`src/rtl/reg_bank_arbiter.sv`:
```
// Register bank with a single write port shared by NREQ requesters.
// Round-robin grant, optional lock bursts, and a combinational read port.
module reg_bank_arbiter #(
    parameter int unsigned    NREQ        = 4,
    parameter int unsigned    W           = 32,
    parameter int unsigned    NREGS       = 8,
    parameter int unsigned    AW          = 3,
    parameter int unsigned    IW          = 2,
    parameter logic [W-1:0]   RESET_VALUE = '0
) (
    input  logic                 clk,
    input  logic                 reset_p,
    input  logic [NREQ-1:0]      req_val,
    output logic [NREQ-1:0]      req_rdy,
    input  logic [NREQ-1:0]      req_lock,
    input  logic [NREQ*AW-1:0]   req_addr,
    input  logic [NREQ*W-1:0]    req_data,
    input  logic [AW-1:0]        raddr,
    output logic [W-1:0]         rdata,
    output logic                 locked,
    output logic [IW-1:0]        owner
);

    localparam logic [0:0] ST_UNLOCKED = 1'b0;
    localparam logic [0:0] ST_LOCKED   = 1'b1;

    logic [0:0]      state_q, state_d;
    logic [IW-1:0]   owner_q, owner_d;
    logic [IW-1:0]   ptr_q, ptr_d;
    logic [W-1:0]    regs_q [NREGS];

    logic [NREQ-1:0] grant_c;
    logic            fire_c;
    logic [IW-1:0]   fire_idx_c;
    logic            found_c;
    int unsigned     scan_idx_c;
    logic [AW-1:0]   wr_addr_c;
    logic [W-1:0]    wr_data_c;

    // Grant: owner only while locked, otherwise first valid requester from ptr.
    always_comb begin
        grant_c    = '0;
        fire_idx_c = '0;
        found_c    = 1'b0;
        scan_idx_c = 0;
        if (!reset_p) begin
            if (state_q == ST_LOCKED) begin
                grant_c[owner_q] = req_val[owner_q];
                fire_idx_c       = owner_q;
            end else begin
                for (int unsigned k = 0; k < NREQ; k++) begin
                    scan_idx_c = (32'(ptr_q) + k) % NREQ;
                    if (!found_c && req_val[IW'(scan_idx_c)]) begin
                        found_c                  = 1'b1;
                        fire_idx_c               = IW'(scan_idx_c);
                        grant_c[IW'(scan_idx_c)] = 1'b1;
                    end
                end
            end
        end
    end

    assign fire_c    = |grant_c;
    assign wr_addr_c = req_addr[fire_idx_c*AW +: AW];
    assign wr_data_c = req_data[fire_idx_c*W +: W];

    // Lock FSM and round-robin pointer next state.
    always_comb begin
        state_d = state_q;
        owner_d = owner_q;
        ptr_d   = ptr_q;
        if (fire_c) begin
            if (req_lock[fire_idx_c]) begin
                state_d = ST_LOCKED;
                owner_d = fire_idx_c;
            end else begin
                state_d = ST_UNLOCKED;
                owner_d = '0;
                ptr_d   = IW'((32'(fire_idx_c) + 1) % NREQ);
            end
        end
    end

    always_ff @(posedge clk) begin
        if (reset_p) begin
            state_q <= ST_UNLOCKED;
            owner_q <= '0;
            ptr_q   <= '0;
        end else begin
            state_q <= state_d;
            owner_q <= owner_d;
            ptr_q   <= ptr_d;
        end
    end

    // Out-of-range addresses complete the handshake but write nothing.
    always_ff @(posedge clk) begin
        if (reset_p) begin
            for (int unsigned i = 0; i < NREGS; i++) begin
                regs_q[i] <= RESET_VALUE;
            end
        end else if (fire_c && (32'(wr_addr_c) < NREGS)) begin
            regs_q[wr_addr_c] <= wr_data_c;
        end
    end

    assign rdata   = (32'(raddr) < NREGS) ? regs_q[raddr] : '0;
    assign req_rdy = grant_c;
    assign locked  = (state_q == ST_LOCKED);
    assign owner   = owner_q;

    req_val_known_a: assert property (@(posedge clk) disable iff (reset_p) !$isunknown(req_val));

endmodule

```
`config.mk`:
```
export PLATFORM = sky130hd
export DESIGN_NAME = reg_bank_arbiter
export DESIGN_NICKNAME = d
export VERILOG_FILES = /design/src/rtl/reg_bank_arbiter.sv
export SDC_FILE = /design/constraint.sdc
export NUM_CORES = 1
export LEC_CHECK = 0
export ABC_AREA = 0
export CAP_MARGIN = 10
export CELL_PAD_IN_SITES_DETAIL_PLACEMENT = 0
export CELL_PAD_IN_SITES_GLOBAL_PLACEMENT = 1
export CORE_MARGIN = 2
export CORE_UTILIZATION = 45
export DETAILED_ROUTE_END_ITERATION = 16
export PLACE_DENSITY = 0.87
export SETUP_SLACK_MARGIN = 0.3
export SLEW_MARGIN = 30
export SYNTH_ARGS = -nofsm -noshare
export SYNTH_HDL_FRONTEND = slang
export SYNTH_SLANG_ARGS = --single-unit
```
`constraint.sdc`:
```
create_clock -name clk -period 4.8 [get_ports clk]
set_input_delay 0.72 -clock clk [delete_from_list [all_inputs] [get_ports clk]]
set_output_delay 0.72 -clock clk [all_outputs]
set_load 0.05 [all_outputs]
```
==> flow_summary_export.csv <==
group,metric,value,unit
status,outcome,"completed",
setup_path,crit_top_cell,"inv_1",
die,die_w,175,um
global_route,antenna_found_initial,0,
setup_path,r2r-end,"regs_q[7][10]",
setup_path,cp.arrival,3.55,ns
setup_path,end_kind,"output pin",
die,die_area,0.0305,mm^2
place,place.gp.congestion,0.795,
place,dpl.hpwl,19900,um
power_and_ir_drop,p_per_area,542,mW/mm^2
routing,via_per_inst,5.55,
cells_and_area,n_antenna_cell,0,
logic_synthesis,syn_inst,933,
routing,drtPass1Iterations,5,
clock_tree,clkLatencyLatePin,0.53,ns
die,core,0.0287,mm^2
global_route,overflow,0,
global_route,grt_pass1_vias,8827,
die,fp-row-count,62,
sta,worst_pin_slew,0.875,ns
routing,wl_per_cell,20.4,um
routing,via_count,8483,
setup_path,crit_fanout,14,
logic_synthesis,ys_async_sr_fraction,0,
clock_tree,cts.clk_slew.worst_paths,0.06,ns
die,die_h,175,um
cells_and_area,finalNonFillerCells,1529,
sta,slew_viol_final,0,
cells_and_area,drive_gt1_frac,0.198,
sta,min_period,4.27,ns
setup_path,crit_type,"flip-flop to output pin",
power_and_ir_drop,vdd_ir_drop_max,0.264,mV
logic_synthesis,yosys.cell_types.count,52,
logic_synthesis,syn_avg_cell_area,14.0,um^2
hold_path,hold_end,"owner[1]",
clock_tree,cts-root-buf,"clkbuf_16",
clock_tree,ctsHoldBuffers,0,
sta,slew_headroom,0.409,
setup_path,critPathBufInv,3,
setup_path,worst_path_largest_cell_delay,0.80,ns
clock_tree,cts_tree,"built",
sta,fin_crit_sh,0.891,
clock_tree,cts_sinks,261,
place,io_buffers,191,
logic_synthesis,yosysWarnings,0,
clock_tree,numCtsBuffers,26,
cells_and_area,nets,1286,
die,ios,192,
sta,setup_viol,0,
setup_path,ff2ff_setup_slack,0.84,ns
routing,wirelength,31200,um
setup_path,start_kind,"flip-flop",
hold_path,hp-start,"owner[1]",
hold_path,hold-path-cell-count,2,
run,drv_cap,0,
clock_tree,htree_levels,1,
setup_path,reg2regPathDepth,10,
logic_synthesis,syn_area,0.0131,mm^2
sta,timing.setup.tns,0,ns
setup_path,cp_slowest_cell,"clkdlybuf4s50_1",
clock_tree,cts_setup_buffers,0,
place,dp.cells,1481,
routing,drt_iter0_markers,586,
clock_tree,post_cts_resized,0,
hold_path,hp-class,"flip-flop to flip-flop",
global_route,grt_util_all_layers,0.204,
power_and_ir_drop,p_leak,6.28,nW
global_route,grt_max_degree,47,
setup_path,critical_path.startpoint,"ptr_q[0]",
sta,rsz0062_at_grt,"no",
clock_tree,clock_path_buffers,3,
logic_synthesis,syn_nets,1094,
routing,drc_errors,0,
setup_path,path_cells,"inv_1, ha_1, or3b_1, a2111o_1, a21boi_0, o41ai_1, inv_1, clkdlybuf4s50_1",
logic_synthesis,synth_seq_cells,261,
global_route,grt_pass1_wl,48800,um
cells_and_area,area_delta_synth_final,25.9,%
sta,timing.fmax,234,MHz
setup_path,required,4.08,ns
setup_path,reg2reg_from,"ptr_q[1]",
sta,fin_skew,0.0176,ns
logic_synthesis,synth_edf_count,256,
logic_synthesis,ys_seq_area_frac,0.595,
setup_path,crit_family,"buffers and inverters",
die,start_util,0.456,
sta,finalHoldViolations,0,
logic_synthesis,synth-main-ff-cell,"edfxtp_1",
routing,antenna_left,0,
cell usage after synthesis, types with 2 or more instances:
library cell  instances  share of area
clkbuf_1             16         0.0046
o41ai_1               4         0.0027
ha_1                  8         0.0076
mux2_2               65          0.056
nand2_1              14         0.0040
a21boi_0              4         0.0023
nor3b_1               4         0.0023
buf_2                34          0.013
nand4bb_1             2         0.0017
nand4_1               4         0.0019
nor2b_1               3         0.0014
nand3_1               2        0.00076
nor4b_1               3         0.0020
dfxtp_1               5         0.0076
a21oi_1               8         0.0031
edfxtp_1            256           0.59
buf_6                 3         0.0026
o311ai_0              3         0.0020
buf_1                 9         0.0026
nand3b_1              3         0.0017
mux2i_1              70          0.053
o21ai_0              12         0.0046
a211oi_1              2         0.0011
nor2_1              266          0.076
inv_1                15         0.0043
mux4_2               69           0.12
nand4b_4              3         0.0054
buf_4                 4         0.0023
a311o_1               4         0.0031
nand2b_1             16         0.0076
metal layers:
layer	track usage	routed length, um	vias up
li1	-	-	3878
met1	0.276	12700	4223
met2	0.351	15700	343
met3	0.0315	2370	39
met4	0.0483	491	0
met5	0	0	-
area by class of cell:
| type | count | area, um^2 |
|---|---|---|
| clock inverter | 15 | 216 |
| clock buffer | 33 | 698 |
| sequential | 261 | 7790 |
| tap | 384 | 480 |
| timing repair buffer | 230 | 2280 |
| inverter | 15 | 56.3 |
| multi-input combinational | 591 | 4970 |
| fill | 2277 | 12200 |
through the flow:
step                total power, mW  area [um^2]  hold WS, ns  utilization  worst slack, ns
floorplan                      5.73        13100        0.612            -            0.522
global placement               6.74        15600        0.650        0.543            0.469
detailed placement             6.84        15600        0.647        0.543            0.398
CTS                            9.00        16500        0.659        0.574            0.518
global route                   9.36        16500        0.688        0.574            0.329
finish                         8.94        16500        0.652        0.574            0.525
worst reg2reg max path, delay by kind of cell (launching register included):
family | cells | cell delay (ns)
AOI/OAI and AO/OA | 3 | 1.41
DFF | 1 | 0.33
adders and majority gates | 1 | 0.55
and+or+nand+nor | 4 | 0.97
buffers and inverters | 2 | 0.40
placed cells by master, fill, tap and decap left out, types with 3 or more instances in the layout:
cell type / count
edfxtp_1: 256
mux4_2: 69
o21ai_0: 12
bufinv_16: 6
nand3b_1: 3
mux2_2: 65
clkbuf_1: 6
nand4_1: 4
ha_1: 8
mux2i_1: 70
a311o_1: 4
nand4b_4: 3
clkbuf_16: 27
nor2b_1: 3
inv_1: 15
a21oi_1: 8
clkinv_1: 7
buf_12: 7
nor3b_1: 4
o41ai_1: 4
clkdlybuf4s50_1: 188
nand2b_2: 8
nand2b_1: 8
dfxtp_1: 5
nor2_1: 266
buf_4: 34
nand2_1: 14
a21boi_0: 4
nor4b_1: 3
o311ai_0: 3
worst max path at each step:
stage / end / slack [ns] / cells past startpoint
after floorplan: regs_q[3][0] / 0.52 / 13
after global placement: regs_q[7][23] / 0.47 / 9
after detailed placement: regs_q[7][24] / 0.40 / 9
after CTS: req_rdy[2] / 0.52 / 8
after global routing: req_rdy[2] / 0.33 / 8
final: req_rdy[3] / 0.53 / 8
logic make-up after synthesis:
| group | share of synthesized area |
|---|---|
| buffers and inverters | 0.0293 |
| multiplexers | 0.228 |
| AND/OR/NAND/NOR | 0.111 |
| AO/OA/AOI/OAI | 0.0292 |
| adder cells (fa/ha/maj) | 0.00764 |
| XOR/XNOR | 0.000669 |
| flip-flops | 0.595 |
state kept, by name, summed over array words and instances (netlist names):
register and cells:
regs_q 256, owner 2, ptr_q 2, locked 1
where the power goes:
part / internal, mW / switching (mW) / leakage (nW)
combinational: 1.29 / 2.08 / 3.13
clock: 1.35 / 0.822 / 0.443
sequential: 3.25 / 0.148 / 2.71
(Power assumes the default switching activity.)
